`src/rtl/fifo_serial_tx_if.sv`:
```
// Handshake bundle between the upstream FIFO / control side and fifo_serial_tx.
// The transmitter binds to the slave modport; whoever feeds it uses master.
interface fifo_serial_tx_if #(
  parameter int DATA_WIDTH = 4
);
  logic                  enable;
  logic                  fifo_empty;
  logic [DATA_WIDTH-1:0] fifo_dout;
  logic                  fifo_remove;
  logic                  tx;
  logic                  busy;
  logic                  frame_done;

  modport master (
    output enable,
    output fifo_empty,
    output fifo_dout,
    input  fifo_remove,
    input  tx,
    input  busy,
    input  frame_done
  );

  modport slave (
    input  enable,
    input  fifo_empty,
    input  fifo_dout,
    output fifo_remove,
    output tx,
    output busy,
    output frame_done
  );
endinterface

```
`src/rtl/fifo_serial_tx.sv`:
```
// Pops words from a single-clock FIFO and sends each as an async serial frame:
// start bit, DATA_WIDTH bits LSB first, optional even parity, one stop bit.
//
// state  | meaning
// IDLE   | line high, waiting for enable and a non-empty FIFO
// POP    | one-cycle pop request; FIFO registers fifo_dout on the exit edge
// LOAD   | capture fifo_dout into the shift register and compute parity
// START  | line low for one bit time
// DATA   | data bits LSB first, one bit time each
// PARITY | even-parity bit for one bit time (only when PARITY_EN=1)
// STOP   | line high for one bit time; frame_done on the last cycle
module fifo_serial_tx #(
  parameter int DATA_WIDTH   = 4,
  parameter int CLKS_PER_BIT = 16,
  parameter int PARITY_EN    = 0
) (
  input  logic            clk,
  input  logic            rst_n,
  fifo_serial_tx_if.slave bus
);

  localparam int CNT_W = (CLKS_PER_BIT > 1) ? $clog2(CLKS_PER_BIT) : 1;
  localparam int BIT_W = (DATA_WIDTH > 1) ? $clog2(DATA_WIDTH) : 1;
  localparam logic [CNT_W-1:0] CNT_LAST = CNT_W'(CLKS_PER_BIT - 1);
  localparam logic [BIT_W-1:0] BIT_LAST = BIT_W'(DATA_WIDTH - 1);

  typedef enum logic [2:0] {
    S_IDLE,
    S_POP,
    S_LOAD,
    S_START,
    S_DATA,
    S_PARITY,
    S_STOP
  } state_t;

  state_t                state_q, state_d;
  logic [CNT_W-1:0]      cnt_q, cnt_d;
  logic [BIT_W-1:0]      bit_q, bit_d;
  logic [DATA_WIDTH-1:0] shift_q, shift_d;
  logic                  parity_q, parity_d;
  logic                  tx_q, tx_d;
  logic                  remove_q, remove_d;
  logic                  busy_q, busy_d;
  logic                  done_q, done_d;
  logic                  baud_end;

  always_ff @(posedge clk or negedge rst_n) begin
    if (!rst_n) begin
      state_q  <= S_IDLE;
      cnt_q    <= '0;
      bit_q    <= '0;
      shift_q  <= '0;
      parity_q <= 1'b0;
      tx_q     <= 1'b1;
      remove_q <= 1'b0;
      busy_q   <= 1'b0;
      done_q   <= 1'b0;
    end else begin
      state_q  <= state_d;
      cnt_q    <= cnt_d;
      bit_q    <= bit_d;
      shift_q  <= shift_d;
      parity_q <= parity_d;
      tx_q     <= tx_d;
      remove_q <= remove_d;
      busy_q   <= busy_d;
      done_q   <= done_d;
    end
  end

  always_comb begin
    state_d  = state_q;
    cnt_d    = cnt_q;
    bit_d    = bit_q;
    shift_d  = shift_q;
    parity_d = parity_q;
    baud_end = (cnt_q == CNT_LAST);

    case (state_q)
      S_IDLE: begin
        if (bus.enable && !bus.fifo_empty) state_d = S_POP;
      end
      // An empty flag seen during the pop means the word was flushed upstream.
      S_POP: begin
        state_d = bus.fifo_empty ? S_IDLE : S_LOAD;
      end
      S_LOAD: begin
        shift_d  = bus.fifo_dout;
        parity_d = ^bus.fifo_dout;
        cnt_d    = '0;
        bit_d    = '0;
        state_d  = S_START;
      end
      S_START: begin
        if (baud_end) begin
          cnt_d   = '0;
          bit_d   = '0;
          state_d = S_DATA;
        end else begin
          cnt_d = cnt_q + 1'b1;
        end
      end
      S_DATA: begin
        if (baud_end) begin
          cnt_d = '0;
          if (bit_q == BIT_LAST) begin
            state_d = (PARITY_EN != 0) ? S_PARITY : S_STOP;
          end else begin
            bit_d   = bit_q + 1'b1;
            shift_d = shift_q >> 1;
          end
        end else begin
          cnt_d = cnt_q + 1'b1;
        end
      end
      S_PARITY: begin
        if (baud_end) begin
          cnt_d   = '0;
          state_d = S_STOP;
        end else begin
          cnt_d = cnt_q + 1'b1;
        end
      end
      S_STOP: begin
        if (baud_end) begin
          cnt_d   = '0;
          state_d = (bus.enable && !bus.fifo_empty) ? S_POP : S_IDLE;
        end else begin
          cnt_d = cnt_q + 1'b1;
        end
      end
      default: begin
        state_d = S_IDLE;
        cnt_d   = '0;
        bit_d   = '0;
      end
    endcase

    // Outputs are decoded from the next state so the registered copies line
    // up exactly with the state they describe.
    case (state_d)
      S_START:  tx_d = 1'b0;
      S_DATA:   tx_d = shift_d[0];
      S_PARITY: tx_d = parity_d;
      default:  tx_d = 1'b1;
    endcase
    remove_d = (state_d == S_POP);
    busy_d   = (state_d != S_IDLE);
    done_d   = (state_d == S_STOP) && (cnt_d == CNT_LAST);
  end

  assign bus.tx          = tx_q;
  assign bus.fifo_remove = remove_q;
  assign bus.busy        = busy_q;
  assign bus.frame_done  = done_q;

endmodule

```
`src/flat_wrapper.sv`:
```
// flat-port wrapper written by rule: the top's interface ports become plain ports
module fifo_serial_tx_flat 
#(
  parameter int DATA_WIDTH   = 4,
  parameter int CLKS_PER_BIT = 16,
  parameter int PARITY_EN    = 0
)
  (clk, rst_n, bus_enable, bus_fifo_empty, bus_fifo_dout, bus_fifo_remove, bus_tx, bus_busy, bus_frame_done);
  fifo_serial_tx_if #(.DATA_WIDTH(DATA_WIDTH)) bus_i ();
  input  logic clk;
  input  logic rst_n;
  input wire logic [$bits(bus_i.enable)-1:0] bus_enable;
  input wire logic [$bits(bus_i.fifo_empty)-1:0] bus_fifo_empty;
  input wire logic [$bits(bus_i.fifo_dout)-1:0] bus_fifo_dout;
  output wire logic [$bits(bus_i.fifo_remove)-1:0] bus_fifo_remove;
  output wire logic [$bits(bus_i.tx)-1:0] bus_tx;
  output wire logic [$bits(bus_i.busy)-1:0] bus_busy;
  output wire logic [$bits(bus_i.frame_done)-1:0] bus_frame_done;
  assign bus_i.enable = bus_enable;
  assign bus_i.fifo_empty = bus_fifo_empty;
  assign bus_i.fifo_dout = bus_fifo_dout;
  assign bus_fifo_remove = bus_i.fifo_remove;
  assign bus_tx = bus_i.tx;
  assign bus_busy = bus_i.busy;
  assign bus_frame_done = bus_i.frame_done;
  fifo_serial_tx #(.DATA_WIDTH(DATA_WIDTH), .CLKS_PER_BIT(CLKS_PER_BIT), .PARITY_EN(PARITY_EN)) u_core (.clk(clk), .rst_n(rst_n), .bus(bus_i));
endmodule
```
`config.mk`:
```
export PLATFORM = sky130hd
export DESIGN_NAME = fifo_serial_tx_flat
export DESIGN_NICKNAME = d
export VERILOG_FILES = /design/src/rtl/fifo_serial_tx_if.sv /design/src/rtl/fifo_serial_tx.sv /design/src/flat_wrapper.sv
export SDC_FILE = /design/constraint.sdc
export NUM_CORES = 1
export LEC_CHECK = 0
export ABC_CLOCK_PERIOD_IN_PS = 3350
export CAP_MARGIN = 20
export CORE_MARGIN = 2
export CORE_UTILIZATION = 55
export DETAILED_ROUTE_END_ITERATION = 16
export GPL_ROUTABILITY_DRIVEN = 0
export PLACE_DENSITY_LB_ADDON = 0.05
export SLEW_MARGIN = 20
export SYNTH_ARGS = -nofsm -noshare
export SYNTH_HDL_FRONTEND = slang
export SYNTH_SLANG_ARGS = --single-unit
export TNS_END_PERCENT = 5
```
`constraint.sdc`:
```
create_clock -name clk -period 3.35 [get_ports clk]
set_input_delay 0.5025 -clock clk [delete_from_list [all_inputs] [get_ports clk]]
set_output_delay 0.5025 -clock clk [all_outputs]
set_load 0.01 [all_outputs]
```
==> out/qor.txt, run 1 <==
CTS tree: built
area fraction of the dominant cell type after synthesis: 38.3%
R2R depth: 5
TNS Setup: 0 ns
number of hold violations in the final report: 0
run status: finished clean
Port Buf Inserts: 11
Avg WL per Cell: 14.9 um
total of max-cap violations: 0
crit path DAT: 2.44 ns
async set-or-reset flop fraction in the synthesized netlist: 100%
post-synthesis adder-cell area fraction: 2.25%
clock buffers created by TritonCTS: 3
crit share post-route: 65.8%
critical path type: reg2reg
Total GRT Usage: 19.4%
Sw Ratio: 40.7%
layout cell share with drive strength beyond 1: 7.63%
number of buffer and inverter instances along the worst setup path: 0
die area: 0.00239 mm2
Root Driver: clkbuf_4
portion of total power attributed to sequential cells: 45.9%
hpwl dp: 1440 um
flip-flop and latch count after synthesis: 18
die height: 48.9 um
CTS H-tree depth: 1
required time at the worst-slack endpoint: 3.59 ns
via count of the first global-routing pass: 816
final layout net count: 129
Post-CTS Hold Fix Bufs: 0
Net Switching: 366 uW
Final Worst Setup Slack: 1.15 ns
combinational family with the most area after synthesis: compound AO/OA/AOI/OAI gates
starting density of the core: 57.2%
core area: 0.00194 mm2
starting DRC count in detailed routing: 43
element type at the critical path end: register
cell type of the slowest stage on the worst timing path: nor3_1
unrepaired setup endpoints after global routing: no
initial antenna violation count: 0
buffers inserted by post-CTS timing repair: 0
Max stage delay on crit path: 0.67 ns
number of clock sinks: 18
number of warnings printed during yosys synthesis: 0
Rel. slew slack: 45.1%
post-synthesis average cell area: 9.91 um2
IR drop worst, VDD: 0.486 mV
Setup Slack @ Placement: 1.21 ns
DIE WIDTH: 48.9 um
Synth Instances: 112
area fraction in compound gates after synthesis: 26.3%
GRT overflow: 0
Reg-to-Reg End: u_core.bus.tx$_DFF_PN1_
sequential cell area fraction in the yosys report: 40.7%
cell-by-cell listing of the critical path: ha_1 -> nand3_2 -> nor3_1 -> a221o_1 -> a221o_1
first drt pass iteration count: 4
Worst Hold Class: reg2reg
total of cells resized after clock tree synthesis: 0
transition time of the tightest slew-check pin: 0.821 ns
endpoint of the worst hold-timing path: u_core.shift_q[2]$_DFFE_PN0P_
post-synthesis instance area: 0.00111 mm2
Leakage: 0.000535 uW
Final Max Slew Viols: 0
pin count of the biggest net entering global routing: 26
Max Clock Freq: 454 MHz
total nets after synthesis: 122
number of vias after detailed routing: 925
number of fillers in the final layout: 161
Cell Int Power: 532 uW
Clk pin slew, worst setup/hold paths: 0.11 ns
Avg Vias per Cell: 6.38
Synth Flop Type: dfrtp_1
antenna-violating nets left: 0
number of stages on the worst hold path: 2
cell with the most instances after synthesis: dfrtp_1
type of origin of the critical path: register
largest fanout of any net on the critical path: 9
category of cells accounting for the largest share of critical-path delay: simple AND/OR/NAND/NOR gates
top cell types by occurrence after synthesis: dfrtp_1, nand2_1, nor2_1, o21ai_0, a21oi_1
detailed-route DRC error count: 0
Clk Latency, worst-skew pair: 0.30 ns
overall routed net length: 2160 um
leading post-synthesis cells by cell area: dfrtp_1, mux2i_1, o21ai_0, nand2_1, dfstp_2
first-pass GRT wire length: 3680 um
Simple-Gate Fraction of Synth Area: 18.5%
number of setup violations in the final report: 0
minimum setup slack among reg-to-reg paths: 1.15 ns
reg2reg start: u_core.cnt_q[0]$_DFF_PN0_
share of power burned in the clock network: 12.7%
Worst path most repeated cell: a221o_1
top-level I/O count: 12
distinct cell type count after synthesis: 51
xor/xnor cell area share of the yosys netlist: 2.37%
number of enable-type register cells in the synthesized netlist: 0
final worst path period need: 2.20 ns
post-synth top area cell: dfrtp_1
area growth from synthesis to final layout: 10.5%
hold_sp: u_core.shift_q[2]$_DFFE_PN0P_
Layout Skew: 0.00812 ns
combinational group share of total power: 41.4%
portion of netlist area occupied by mux cells: 3.72%
Clock Tree Buf Depth: 2
number of standard-cell rows in the floorplan: 16
antenna cell count: 0
cell area power density: 732 mW/mm2
## worst min-delay path, delay by kind of cell, from the launching register on
family | cells | cell delay, ns
flip-flops | 1 | 0.36
AND/OR/NAND/NOR | 2 | 0.11
## routing by layer
layer | GRT usage [%] | vias to the layer above | part of all wire (%)
met4 | 5.71 | 0 | 0.79
li1 | - | 436 | -
met2 | 26.9 | 42 | 44
met5 | 0 | - | 0
met1 | 29.8 | 444 | 48
met3 | 4.60 | 3 | 7.4
## cells by family after synthesis
logic type	count (synthesis)
and+or+nand+nor	35
AOI/OAI and AO/OA	37
buffers and inverters	13
muxes	4
DFF	18
xor gates and xnor gates	3
adders and majority gates	2
## cell usage in the layout, fill, tap and decap left out, types with 2 or more instances in the layout
cell / count
a21oi_1: 5
a221o_1: 2
a22o_1: 2
a22oi_1: 2
a311oi_1: 2
and3_1: 3
clkbuf_4: 3
clkdlybuf4s50_1: 11
dfrtp_1: 17
ha_1: 2
inv_1: 4
mux2i_1: 3
nand2_1: 8
nand2b_1: 3
nor2_1: 6
nor2b_1: 2
nor3b_1: 2
o21ai_0: 6
o221ai_1: 2
xnor2_1: 3
## final cells by class
cell class                      instances  area (um2)  area share [%]
Multi-Input combinational cell         81         589            48.1
Sequential cell                        18         452            36.8
Timing Repair Buffer                   11         110            8.98
Tap cell                               27        33.8            2.76
Clock buffer                            4        26.3            2.14
Inverter                                4        15.0            1.22
## per-stage QoR
stage | hold slack (ns) | util [%] | std cells | instance area, um2 | total power, uW
final | 0.494 | 63.1 | 145 | 1230 | 897
after global routing | 0.530 | 63.1 | 145 | 1230 | 976
after floorplan | 0.207 | - | 112 | 1110 | 704
after CTS | 0.494 | 63.1 | 145 | 1230 | 896
after global placement | 0.457 | 61.8 | 141 | 1200 | 768
after detailed placement | 0.471 | 61.8 | 141 | 1200 | 783
## power groups by stage
| stage | logic, uW | registers, uW | clock network (uW) |
|---|---|---|---|
| 6_report | 372 | 412 | 114 |
| 5_1_grt | 423 | 426 | 128 |
| 4_1_cts | 373 | 408 | 115 |
| 3_5_place_dp | 370 | 414 | 0 |
| 3_3_place_gp | 359 | 409 | 0 |
| 2_1_floorplan | 362 | 342 | 0 |
## flip-flops by register name (all words and copies together) (netlist names)
register                count
u_core.bit_q                2
u_core.bus.busy             1
u_core.bus.fifo_remove      1
u_core.bus.frame_done       1
u_core.bus.tx               1
u_core.cnt_q                4
u_core.parity_q             1
u_core.shift_q              4
u_core.state_q              3
## worst max path at each step
stage | start | to | cells past startpoint
after detailed placement | bus_fifo_empty | u_core.bus.tx$_DFF_PN1_ | 5
after global placement | bus_enable | u_core.bus.tx$_DFF_PN1_ | 5
after global routing | u_core.cnt_q[0]$_DFF_PN0_ | u_core.bus.tx$_DFF_PN1_ | 5
after CTS | u_core.cnt_q[0]$_DFF_PN0_ | u_core.bus.tx$_DFF_PN1_ | 5
final | u_core.cnt_q[0]$_DFF_PN0_ | u_core.bus.tx$_DFF_PN1_ | 5
after floorplan | u_core.cnt_q[0]$_DFF_PN0_ | u_core.bus.tx$_DFF_PN1_ | 7
Power figures use the tool's default switching activity.
==> inputs of run 2 (changes only) <==
- ABC_CLOCK_PERIOD_IN_PS: 3350 -> 1900
- CORE_UTILIZATION: 55 -> 49
- clock period: 3.35 -> 1.9 ns (I/O delays scaled with it)
==> run 2 against run 1 <==
Effect of this change: combinational power grew to 2.7 times the previous value; utilization increased by 0.41 points; sequential share of layout area shrank 4.1 points; setup slack worse by 1.1 ns; power grew 100%.
==> out/qor.txt, run 2 (synthesis results as in run 1) <==
Max stage delay on crit path: 0.40 ns
Avg Vias per Cell: 6.02
IR drop worst, VDD: 0.946 mV
transition time of the tightest slew-check pin: 0.435 ns
capture point of the worst path: u_core.bus.tx$_DFF_PN1_
number of hold violations in the final report: 0
Leakage: 0.000624 uW
area growth from synthesis to final layout: 24.2%
cell type of the slowest stage on the worst timing path: dfrtp_1
via count of the first global-routing pass: 925
Worst path most repeated cell: a221o_1
crit path DAT: 2.08 ns
met2 routed wirelength: 1150 um
highest-count cells in the layout ignoring fill and taps: dfrtp_1, buf_4, clkdlybuf4s50_1, nand2_1
Max Clock Freq: 537 MHz
Clk Latency, worst-skew pair: 0.29 ns
Rel. slew slack: 70.9%
cell-by-cell listing of the critical path: ha_1 -> or2_4 -> o31a_4 -> a221o_1 -> a221o_1
number of setup violations in the final report: 0
overall routed net length: 2480 um
GRT overflow: 0
Total GRT Usage: 20.2%
TNS Setup: 0 ns
layout cell share with drive strength beyond 1: 21.5%
pin count of the biggest net entering global routing: 23
CTS tree: built
minimum setup slack among reg-to-reg paths: 0.04 ns
Clock Tree Buf Depth: 2
final layout net count: 146
Inst Count DP: 157
most common library cell in the layout ignoring fill and taps: dfrtp_1
die area: 0.00266 mm2
starting DRC count in detailed routing: 34
met3 routed wirelength: 127 um
element type at the critical path end: register
detailed-route DRC error count: 0
first drt pass iteration count: 4
DIE WIDTH: 51.6 um
Reg-to-Reg End: u_core.bus.tx$_DFF_PN1_
share of power burned in the clock network: 10.8%
tightest hold margin: 0.289 ns
hpwl dp: 1700 um
topmost layer with routed signal wires: met4
CTS H-tree depth: 1
final cell count without fillers: 163
die height: 51.6 um
Worst Hold Class: in2async
worst setup path start: u_core.bit_q[0]$_DFFE_PN0P_
number of standard-cell rows in the floorplan: 17
type of origin of the critical path: register
Top Registers: u_core.cnt_q (4), u_core.shift_q (4), u_core.state_q (3)
reg2reg start: u_core.bit_q[0]$_DFFE_PN0P_
detailed-routing wirelength on met1: 1160 um
run status: finished clean
cell area power density: 1320 mW/mm2
Port Buf Inserts: 11
final worst path period need: 1.86 ns
initial antenna violation count: 0
largest fanout of any net on the critical path: 4
first-pass GRT wire length: 4000 um
critical path type: reg2reg
Layout Skew: 0.00623 ns
core area: 0.00217 mm2
Final Max Slew Viols: 0
Root Driver: clkbuf_4
antenna cell count: 0
top-level I/O count: 12
required time at the worst-slack endpoint: 2.12 ns
portion of total power attributed to sequential cells: 34.4%
clock buffers created by TritonCTS: 3
Cell Int Power: 1110 uW
R2R depth: 5
Net Switching: 706 uW
total of max-cap violations: 0
antenna-violating nets left: 0
Sw Ratio: 38.9%
number of fillers in the final layout: 185
number of vias after detailed routing: 981
starting density of the core: 51.2%
Clk pin slew, worst setup/hold paths: 0.10 ns
crit share post-route: 98.1%
Avg WL per Cell: 15.2 um
number of clock sinks: 18
combinational group share of total power: 54.8%
-- run 2: routing by layer --
metal | GRT usage (%) | vias to the layer above
met3 | 3.74 | 6
met5 | 0 | -
met2 | 32.1 | 32
li1 | - | 470
met1 | 27.8 | 473
met4 | 6.58 | 0
-- run 2: what timing repair did --
item	4_1_cts	5_1_grt
endpoints found under the setup margin	2	1
buffers inserted	0	2
gates cloned	0	0
resized for setup	3	0
hold buffers	0	0
pin swaps	1	1
-- run 2: cell type report --
| class | instances | area [um2] | area share [%] |
|---|---|---|---|
| inverters | 4 | 15.0 | 1.09 |
| flip-flops and latches | 18 | 452 | 32.8 |
| well taps | 28 | 35.0 | 2.54 |
| clock buffers | 4 | 26.3 | 1.91 |
| multi-input cells | 81 | 601 | 43.6 |
| repair buffers | 28 | 250 | 18.1 |
-- run 2: how the worst min path moves through the flow --
stage | start | to | slack [ns] | depth (start not counted)
after detailed placement | u_core.shift_q[1]$_DFFE_PN0P_ | u_core.shift_q[1]$_DFFE_PN0P_ | 0.47 | 2
after CTS | rst_n | u_core.bus.fifo_remove$_DFF_PN0_ | 0.30 | 1
after floorplan | rst_n | u_core.bit_q[0]$_DFFE_PN0P_ | -0.01 | 0
after global routing | rst_n | u_core.bus.busy$_DFF_PN0_ | 0.29 | 1
final | rst_n | u_core.bus.fifo_remove$_DFF_PN0_ | 0.29 | 1
after global placement | u_core.shift_q[2]$_DFFE_PN0P_ | u_core.shift_q[2]$_DFFE_PN0P_ | 0.46 | 2
-- run 2: through the flow --
stage                     cell area [um2]  total power [uW]  setup slack [ns]  utilization (%)
after global routing                 1380              1960          -0.00320             63.6
after global placement               1330              1520          -0.00949             61.1
after CTS                            1360              1770            0.0336             62.9
final                                1380              1820            0.0370             63.6
after detailed placement             1330              1540           0.00226             61.1
after floorplan                      1110              1240            0.0182                -
-- run 2: power groups by stage --
stage                     clock (uW)  sequential (uW)  combinational (uW)
final                            196              624                 995
after global routing             223              644                1090
after CTS                        204              622                 945
after detailed placement           0              628                 916
after global placement             0              625                 899
after floorplan                    0              604                 638
-- run 2: worst max-delay path, delay by kind of cell (launching register included) --
family	cells	cell delay, ns
and+or+nand+nor	1	0.25
DFF	1	0.40
adders and majority gates	1	0.19
AOI/OAI and AO/OA	3	0.95
